**config.mk**
```make
export PLATFORM = sky130hd
export DESIGN_NAME = ps2_rx_fifo_flat
export DESIGN_NICKNAME = d
export VERILOG_FILES = /design/src/rtl/ps2_rx_fifo_if.sv /design/src/rtl/ps2_rx_fifo.sv /design/src/flat_wrapper.sv
export SDC_FILE = /design/constraint.sdc
export NUM_CORES = 1
export LEC_CHECK = 0
export BUFFER_PORTS_ARGS = -buffer_cell sky130_fd_sc_hd__buf_2
export CORE_UTILIZATION = 32
export CTS_BUF_LIST = sky130_fd_sc_hd__clkbuf_4
export DETAILED_ROUTE_END_ITERATION = 8
export GPL_ROUTABILITY_DRIVEN = 1
export PLACE_DENSITY = 0.47
export SLEW_MARGIN = 15
export SYNTH_ARGS = -nofsm -noshare
export SYNTH_HDL_FRONTEND = slang
export SYNTH_SLANG_ARGS = --single-unit
```
**constraint.sdc**
```tcl
create_clock -name clk -period 3.77 [get_ports clk]
set_input_delay 0.377 -clock clk [delete_from_list [all_inputs] [get_ports clk]]
set_output_delay 0.377 -clock clk [all_outputs]
set_load 0.05 [all_outputs]
```
**src/rtl/ps2_rx_fifo_if.sv**
```systemverilog
// Byte-read bus between the PS/2 receiver and the scan-code decoder.
// The decoder (master) strobes rd; the receiver (slave) presents queued bytes and status pulses.
`timescale 1ns/1ps
interface ps2_rx_fifo_if;
    logic       rd;
    logic [7:0] scan_code;
    logic       data_ready;
    logic       parity_err;
    logic       overflow;

    modport master (
        output rd,
        input  scan_code,
        input  data_ready,
        input  parity_err,
        input  overflow
    );

    modport slave (
        input  rd,
        output scan_code,
        output data_ready,
        output parity_err,
        output overflow
    );
endinterface

```
**src/rtl/ps2_rx_fifo.sv**
```systemverilog
// PS/2 device-to-host receiver: sync + deglitch, 11-bit frame check, byte FIFO with rd strobe.
// Optional macro PS2_HOST_INHIBIT_EN holds the PS/2 clock low while the FIFO is full.
`timescale 1ns/1ps
module ps2_rx_fifo #(
    parameter int unsigned FILTER_LEN  = 8,
    parameter int unsigned TIMEOUT_CYC = 14000,
    parameter int unsigned FIFO_AW     = 3
) (
    input  logic          clk,
    input  logic          reset,
    input  logic          ps2_clk_i,
    input  logic          ps2_data_i,
    output logic          ps2_clk_oe,
    ps2_rx_fifo_if.slave  bus
);

    localparam int unsigned DEPTH = 2 ** FIFO_AW;
    localparam int unsigned FCW   = $clog2(FILTER_LEN + 1);
    localparam int unsigned TCW   = $clog2(TIMEOUT_CYC + 1);
    localparam logic [FIFO_AW:0] CNT_FULL = {1'b1, {FIFO_AW{1'b0}}};

    typedef enum logic [1:0] {StIdle, StData, StParity, StStop} state_e;

    logic           r_clk_s1, r_clk_s2, r_dat_s1, r_dat_s2;
    logic           r_fclk;
    logic [FCW-1:0] r_fcnt;
    logic           w_ftog, w_fall;

    state_e         r_state, w_state_d;
    logic [7:0]     r_shift;
    logic [2:0]     r_bitcnt;
    logic           r_par;
    logic [TCW-1:0] r_tocnt;
    logic           w_timeout, w_frame_ok, w_push, w_perr;

    logic [7:0]     r_mem [DEPTH];
    logic [FIFO_AW:0] r_wr_ptr, r_rd_ptr, r_count, w_count_d;
    logic           w_full, w_wr, w_ovf, w_pop;

    logic [7:0]     r_scan;
    logic           r_data_ready, r_perr, r_ovf;

    // Synchronisers and clock deglitcher; fclk moves only after FILTER_LEN disagreeing samples.
    assign w_ftog = (r_clk_s2 != r_fclk) && (r_fcnt == FCW'(FILTER_LEN - 1));
    assign w_fall = w_ftog && r_fclk;

    always_ff @(posedge clk) begin
        if (reset) begin
            r_clk_s1 <= 1'b1;
            r_clk_s2 <= 1'b1;
            r_dat_s1 <= 1'b1;
            r_dat_s2 <= 1'b1;
            r_fclk   <= 1'b1;
            r_fcnt   <= '0;
        end else begin
            r_clk_s1 <= ps2_clk_i;
            r_clk_s2 <= r_clk_s1;
            r_dat_s1 <= ps2_data_i;
            r_dat_s2 <= r_dat_s1;
            if (r_clk_s2 == r_fclk || w_ftog) begin
                r_fcnt <= '0;
            end else begin
                r_fcnt <= r_fcnt + 1'b1;
            end
            if (w_ftog) begin
                r_fclk <= r_clk_s2;
            end
        end
    end

    assign w_timeout = (r_state != StIdle) && !w_fall && (r_tocnt == TCW'(TIMEOUT_CYC - 1));

    always_ff @(posedge clk) begin
        if (reset) begin
            r_state <= StIdle;
        end else begin
            r_state <= w_state_d;
        end
    end

    always_comb begin
        w_state_d = r_state;
        if (w_timeout) begin
            w_state_d = StIdle;
        end else if (w_fall) begin
            case (r_state)
                StIdle:   if (!r_dat_s2) w_state_d = StData;
                StData:   if (r_bitcnt == 3'd7) w_state_d = StParity;
                StParity: w_state_d = StStop;
                StStop:   w_state_d = StIdle;
                default:  w_state_d = StIdle;
            endcase
        end
    end

    // Good frame: stop=1 and odd parity over data+parity.
    always_comb begin
        w_frame_ok = r_dat_s2 && (^{r_shift, r_par});
        w_push     = (r_state == StStop) && w_fall && w_frame_ok;
        w_perr     = (r_state == StStop) && w_fall && !w_frame_ok;
    end

    always_ff @(posedge clk) begin
        if (reset) begin
            r_shift  <= '0;
            r_bitcnt <= '0;
            r_par    <= 1'b0;
            r_tocnt  <= '0;
        end else begin
            if (r_state == StIdle || w_fall || w_timeout) begin
                r_tocnt <= '0;
            end else begin
                r_tocnt <= r_tocnt + 1'b1;
            end
            if (w_fall) begin
                case (r_state)
                    StIdle: r_bitcnt <= '0;
                    StData: begin
                        r_shift  <= {r_dat_s2, r_shift[7:1]};
                        r_bitcnt <= r_bitcnt + 1'b1;
                    end
                    StParity: r_par <= r_dat_s2;
                    default: ;
                endcase
            end
        end
    end

    // FIFO: a push into a full buffer is dropped even if a pop happens in the same cycle.
    assign w_full = (r_count == CNT_FULL);
    assign w_wr   = w_push && !w_full;
    assign w_ovf  = w_push && w_full;
    assign w_pop  = bus.rd && (r_count != '0);

    always_comb begin
        w_count_d = r_count;
        case ({w_wr, w_pop})
            2'b10:   w_count_d = r_count + 1'b1;
            2'b01:   w_count_d = r_count - 1'b1;
            default: w_count_d = r_count;
        endcase
    end

    always_ff @(posedge clk) begin
        if (w_wr) begin
            r_mem[r_wr_ptr[FIFO_AW-1:0]] <= r_shift;
        end
    end

    always_ff @(posedge clk) begin
        if (reset) begin
            r_wr_ptr     <= '0;
            r_rd_ptr     <= '0;
            r_count      <= '0;
            r_scan       <= 8'h00;
            r_data_ready <= 1'b0;
            r_perr       <= 1'b0;
            r_ovf        <= 1'b0;
        end else begin
            if (w_wr) begin
                r_wr_ptr <= r_wr_ptr + 1'b1;
            end
            if (w_pop) begin
                r_rd_ptr <= r_rd_ptr + 1'b1;
                r_scan   <= r_mem[r_rd_ptr[FIFO_AW-1:0]];
            end
            r_count      <= w_count_d;
            r_data_ready <= (w_count_d != '0);
            r_perr       <= w_perr;
            r_ovf        <= w_ovf;
        end
    end

    assign bus.scan_code  = r_scan;
    assign bus.data_ready = r_data_ready;
    assign bus.parity_err = r_perr;
    assign bus.overflow   = r_ovf;

`ifdef PS2_HOST_INHIBIT_EN
    logic r_oe;

    always_ff @(posedge clk) begin
        if (reset) begin
            r_oe <= 1'b0;
        end else begin
            r_oe <= (w_count_d == CNT_FULL);
        end
    end

    assign ps2_clk_oe = r_oe;
`else
    assign ps2_clk_oe = 1'b0;
`endif

endmodule

```
**src/flat_wrapper.sv**
```systemverilog
// flat-port wrapper written by rule: the top's interface ports become plain ports
module ps2_rx_fifo_flat 
#(
    parameter int unsigned FILTER_LEN  = 8,
    parameter int unsigned TIMEOUT_CYC = 14000,
    parameter int unsigned FIFO_AW     = 3
)
  (clk, reset, ps2_clk_i, ps2_data_i, ps2_clk_oe, bus_rd, bus_scan_code, bus_data_ready, bus_parity_err, bus_overflow);
  ps2_rx_fifo_if bus_i ();
  input  logic clk;
  input  logic reset;
  input  logic ps2_clk_i;
  input  logic ps2_data_i;
  output logic ps2_clk_oe;
  input wire logic [$bits(bus_i.rd)-1:0] bus_rd;
  output wire logic [$bits(bus_i.scan_code)-1:0] bus_scan_code;
  output wire logic [$bits(bus_i.data_ready)-1:0] bus_data_ready;
  output wire logic [$bits(bus_i.parity_err)-1:0] bus_parity_err;
  output wire logic [$bits(bus_i.overflow)-1:0] bus_overflow;
  assign bus_i.rd = bus_rd;
  assign bus_scan_code = bus_i.scan_code;
  assign bus_data_ready = bus_i.data_ready;
  assign bus_parity_err = bus_i.parity_err;
  assign bus_overflow = bus_i.overflow;
  ps2_rx_fifo #(.FILTER_LEN(FILTER_LEN), .TIMEOUT_CYC(TIMEOUT_CYC), .FIFO_AW(FIFO_AW)) u_core (.clk(clk), .reset(reset), .ps2_clk_i(ps2_clk_i), .ps2_data_i(ps2_data_i), .ps2_clk_oe(ps2_clk_oe), .bus(bus_i));
endmodule
```
[Word-level counts from Yosys, hierarchy flattened]
Memory sizes are Yosys's and may differ from the RTL's. A register that Yosys moved wholly into a read port is not among the register bits.
Cells that the tools add are included.
Operators by class
  add/subtract/negate cells: 7
  multiply operators: 0
  divide/modulo/power cells: 0
  order comparisons: 0
  equality and inequality tests: 13
  shift operators: 0
  multiplexer cells: 7
  bitwise gates (word level): 0
  reductions and logical operators: 30
Operators by type and width (number)
  adder 4 x 1 -> 4 bit (second input constant): 4
  adder 14 x 1 -> 14 bit (second input constant): 1
  equality test 14 bit (second input constant): 1
  logical AND 1 bit: 11
  XOR reduction 9 bit: 1
  one-hot mux 2 bit (4 select lines): 1
  one-hot mux 4 bit (2 select lines): 1
  nonzero test 4 bit: 2
  equality test 2 bit (second input constant): 3
  one-hot mux 3 bit (2 select lines): 1
  AND reduction 2 bit: 3
  OR reduction 2 bit: 3
  equality test 2 x 1 -> 1 bit (second input constant): 2
  equality test 4 x 3 -> 1 bit (second input constant): 1
  equality test 4 bit (second input constant): 1
  two-way mux 2 bit: 2
  nonzero test 2 bit: 2
  subtractor 4 x 1 -> 4 bit (second input constant): 1
  adder 3 x 1 -> 3 bit (second input constant): 1
  equality test 3 bit (second input constant): 1
  logical NOT 1 bit: 3
  logical OR 1 bit: 3
  AND reduction 3 bit: 1
  logical NOT 2 bit: 1
  5 further kinds: 6
Word-level totals
  bits in registers: 52
  latch bits: 0
  memory bits (writable): 64
  memory bits (read-only): 0
  input bits: 5
  output and inout port bits: 12
  logic and storage cells: 75
  memories kept: 1
Memory list
  u_core.r_mem: words 8, width 8, rd ports 1, clocked after Yosys merged registers in 1, write ports 1, RTL line ps2_rx_fifo.sv:36  | logic [7:0] r_mem [DEPTH];

[Depth between registers and ports, before layout]
  depth in word-level cells: 9
  depth in mapped cells: 14

[Worst setup path before layout]
OpenSTA, ideal clock, no wires.
  path kind: reg-to-reg
  from: register u_core.r_shift[1]
  to: register u_core.r_data_ready, in the netlist u_core.bus.data_ready
  library setup time: 70 ps
  arrival: 2828 ps
  slack: 872 ps
  stages on the path, launching flop included: 13
  clock period less this slack: 2898 ps
  cell sequence: dfxtp_1 -> xnor2_1 -> xnor3_2 -> xnor2_1 -> nand3_2 -> ha_1 -> xor2_1 -> ha_1 -> a21oi_1 -> xnor2_1 -> nor2_1 -> a32o_1 -> a21oi_1
Between the ends
  longest elaborated chain between the ends: 7
  elaborated cells on any way between the ends: 8
RTL lines
  start: declaration: RTL line ps2_rx_fifo.sv:30  | logic [7:0] r_shift;
  start signal: assignment: RTL line ps2_rx_fifo.sv:119  | r_shift <= {r_dat_s2, r_shift[7:1]};
  XOR reduction 9 bit *: RTL line ps2_rx_fifo.sv:98  | w_frame_ok = r_dat_s2 && (^{r_shift, r_par});
  logical AND 1 bit *: RTL line ps2_rx_fifo.sv:98
  logical AND 1 bit *: RTL line ps2_rx_fifo.sv:99  | w_push = (r_state == StStop) && w_fall && w_frame_ok;
  logical AND 1 bit *: RTL line ps2_rx_fifo.sv:131  | assign w_wr = w_push && !w_full;
  equality test 2 x 1 -> 1 bit / equality test 2 bit (equally long branches): RTL line ps2_rx_fifo.sv:137  | case ({w_wr, w_pop})
  one-hot mux 4 bit (2 select lines) *: RTL line ps2_rx_fifo.sv:137
  nonzero test 4 bit *: RTL line ps2_rx_fifo.sv:168  | r_data_ready <= (w_count_d != '0);
  end signal: assignment: RTL line ps2_rx_fifo.sv:168
  end: declaration: RTL line ps2_rx_fifo.sv:41  | logic r_data_ready, r_perr, r_ovf;
Every way passes the cells marked *; elsewhere a longest branch is shown, timed or not.
A chain may end at the register's enable or synchronous reset.

[Worst setup path in the final report]
  from: register u_core.r_shift[0]
  to: register u_core.r_data_ready, in the netlist u_core.bus.data_ready
Same word-level chain as after synthesis.

==> results.py <==
metrics = {
    "outcome": {
        "status": "complete, no violations",
    },
    "cells_and_area": {
        "multi_input_area_mm2": 0.00181,
        "final_common_cell": "edfxtp_1",
        "drive_gt1_share_pct": 19.3,
        "final_cell_mix": "64 x edfxtp_1, 58 x dfxtp_1, 52 x nor2_1",
        "num-fill-cells": 1483,
        "regArea_mm2": 0.00308,
        "final_cells": 630,
        "layout.nets": 424,
        "syn2layout_area_growth_pct": 12.3,
        "n_antenna_cell": 0,
    },
    "clock_network": {
        "ctsResizeCount": 0,
        "clock_path_buffers": 2,
        "root_buffer": "clkbuf_4",
        "postCtsSetupBuffers": 0,
        "clock-sinks": 122,
        "tritoncts": "yes",
        "cts_max_level": 4,
        "cts_made_buffers": 17,
        "clk_pin_slew_worst_paths_ps": 110,
        "insertion_delay_ps": 530,
    },
    "power": {
        "p_int_mw": 1.98,
        "seqPwrFrac_pct": 52.4,
        "switching_share_pct": 29.0,
        "clockPowerShare_pct": 32.1,
        "power_frac_comb_pct": 15.5,
        "power_density_mw_per_mm2": 495,
        "power.switching_uw": 811,
        "p_leak_nw": 1.90,
        "vdd_ir_drop_max_uv": 276,
    },
    "die": {
        "die_w_um": 127,
        "pin_count": 17,
        "core-area_mm2": 0.0153,
        "dieArea_mm2": 0.0162,
        "fp.dieH_um": 127,
        "initial_core_util_pct": 32.9,
        "num_rows": 45,
    },
    "place": {
        "dp.cells": 596,
        "routabilityCongestion": 0.713,
        "numPortBuffers": 15,
        "dp_hpwl_um": 5700,
    },
    "worst_setup_path": {
        "slowest_stage": "dfxtp_1",
        "cp_common_cell": "xnor2_1",
        "critPathArrivalTime_ps": 3820,
        "worst_setup_path_start_kind": "flop",
        "cp-end-kind": "flop",
        "cp.required_ps": 4230,
        "crit_type": "reg -> reg",
        "worstPathCellList": "xnor2_1 -> xnor3_2 -> xnor2_1 -> nand3_2 -> ha_1 -> xor2_1 -> ha_1 -> a21oi_1 -> xnor2_1 -> nor2_1 -> a32o_1 -> a21oi_1",
        "max_stage_delay_ps": 540,
        "cp_max_fo": 10,
    },
    "timing": {
        "hold_violations": 0,
        "slew_headroom_pct": 40.9,
        "period_share_pct": 89.1,
        "finalClockSkew_ps": 14.1,
        "max_freq_mhz": 298,
        "worstMarginPinSlew_ps": 887,
        "setup-tns-final_ps": 0,
        "finalCriticalPeriod_ps": 3360,
        "rsz0062_at_grt": "no",
        "drv_slew": 0,
        "finalSetupViolCount": 0,
    },
    "flow_run": {
        "drv_cap": 0,
    },
    "global_route": {
        "grt_pass1_wl_um": 15300,
        "antenna_found_initial": 0,
        "grt_max_degree": 43,
        "gr-total-overflow": 0,
        "grt_pass1_vias": 2961,
        "grt_usage_pct": 12.8,
    },
    "synth": {
        "yosys_warnings": 0,
        "async_flop_share_pct": 0,
        "avgSynthCellArea_um2": 13.3,
        "synth_cells": 377,
        "synth_edf_count": 64,
        "synth.cell_area_mm2": 0.00502,
        "ys_ff_latch": 122,
        "synthFlopType": "edfxtp_1",
        "syn_nets": 395,
        "yosysSeqAreaShare_pct": 61.4,
        "yosys.cell_types.count": 50,
    },
    "drt": {
        "vias": 2887,
        "drtIter0Drc": 194,
        "vias_per_cell": 4.58,
        "routed_wl_um": 9190,
        "ant_nets": 0,
        "drt_pass1_iterations": 4,
        "drc": 0,
        "routedWlPerCell_um": 14.6,
    },
    "min_path": {
        "hp-class": "reg -> reg",
    },
}
==> critical path: cells and delay by family, from the launching register on <==
| kind | cells | cell delay [ps] |
|---|---|---|
| AOI/OAI and AO/OA | 3 | 540 |
| adders and majority gates | 2 | 490 |
| and+or+nand+nor | 2 | 300 |
| DFF | 1 | 540 |
| xor gates and xnor gates | 5 | 1400 |
==> worst paths after layout <==
| kind | end | startpoint | depth (start not counted) | slack (ps) |
|---|---|---|---|---|
| worst min-delay path | u_core.r_dat_s2$_SDFF_PP1_ | u_core.r_dat_s1$_SDFF_PP1_ | 1 | 420 |
| worst max-delay path | u_core.bus.data_ready$_SDFF_PP0_ | u_core.r_shift[0]$_SDFFE_PP0P_ | 12 | 410 |
| worst max register to register | u_core.bus.data_ready$_SDFF_PP0_ | u_core.r_shift[0]$_SDFFE_PP0P_ | 12 | 410 |
| worst min register to register | u_core.r_dat_s2$_SDFF_PP1_ | u_core.r_dat_s1$_SDFF_PP1_ | 1 | 420 |
==> cells by family after synthesis <==
kind of cell,count (synthesis),share of synthesized area (%)
muxes,36,11.2
AOI/OAI and AO/OA,30,4.21
buffers and inverters,25,2.56
and+or+nand+nor,120,11.7
adders and majority gates,13,3.24
xor gates and xnor gates,30,5.68
DFF,122,61.4
other,1,0.0746
==> cells in the mapped netlist (2+ instances only) <==
cell       n  area, µm²
edfxtp_1  64       1920
dfxtp_1   58       1160
nor2_1    52        195
mux2i_1   19        190
mux4_2    16        360
xnor2_1   15        131
nand2_1   14       52.6
ha_1      13        163
xor2_1    13        114
nand3_1   10       50.1
a211oi_1   9       67.6
nor3_1     8       40.0
a21oi_1    7       35.0
clkbuf_1   7       26.3
inv_1      7       26.3
buf_2      6       30.0
and3_1     4       25.0
nand4_1    4       25.0
nor2b_1    4       25.0
nor4_1     4       25.0
or2_2      4       25.0
a22oi_1    3       22.5
o21ai_0    3       15.0
and3b_1    2       17.5
buf_6      2       22.5
nand2b_1   2       12.5
nor3b_1    2       15.0
o31ai_1    2       15.0
or4_1      2       15.0
==> per-stage QoR <==
step | hold WS (ps) | utilization, % | total power, mW | instance area, µm² | setup slack [ps]
2_1_floorplan | 389 | - | 1.85 | 5020 | 872
3_5_place_dp | 399 | 35.0 | 1.93 | 5340 | 494
4_1_cts | 384 | 37.0 | 2.84 | 5640 | 432
3_3_place_gp | 395 | 35.0 | 1.93 | 5340 | 578
6_report | 418 | 37.0 | 2.79 | 5640 | 411
5_1_grt | 408 | 37.0 | 2.93 | 5640 | 161
==> power groups by stage <==
stage / combinational [mW] / clock (mW) / sequential, mW
floorplan: 0.238 / 0 / 1.61
global route: 0.476 / 0.989 / 1.47
CTS: 0.439 / 0.935 / 1.46
global placement: 0.435 / 0 / 1.49
detailed placement: 0.436 / 0 / 1.50
finish: 0.434 / 0.895 / 1.46
==> sequential cells by signal, summed over array words and instances, names as in the netlist, 2 cells and up <==
| signal | cells |
|---|---|
| u_core.r_tocnt | 14 |
| u_core.r_state | 2 |
| u_core.r_shift | 8 |
| u_core.r_wr_ptr | 3 |
| u_core.r_count | 4 |
| u_core.bus.scan_code | 8 |
| u_core.r_mem | 64 |
| u_core.r_fcnt | 4 |
| u_core.r_bitcnt | 3 |
| u_core.r_rd_ptr | 3 |
==> layout make-up <==
| type | count | area share (%) |
|---|---|---|
| sequential | 122 | 54.6 |
| multi-input combinational | 230 | 32.1 |
| tap | 211 | 4.68 |
| timing repair buffer | 28 | 3.15 |
| clock inverter | 15 | 2.68 |
| clock buffer | 17 | 2.26 |
| inverter | 7 | 0.466 |
==> timing repair <==
item,in CTS,in global routing
endpoints found under the hold margin,2,0
setup endpoints to repair,0,0
hold buffers,2,0
==> per-layer routing <==
metal,part of all wire [%],up-vias,GRT usage (%)
met5,0,-,0
met4,1.1,0,5.04
met3,3.2,9,4.77
met2,49,30,21.4
met1,47,1412,15.0
li1,-,1436,-
No activity file was read; power rests on OpenSTA's default activity.
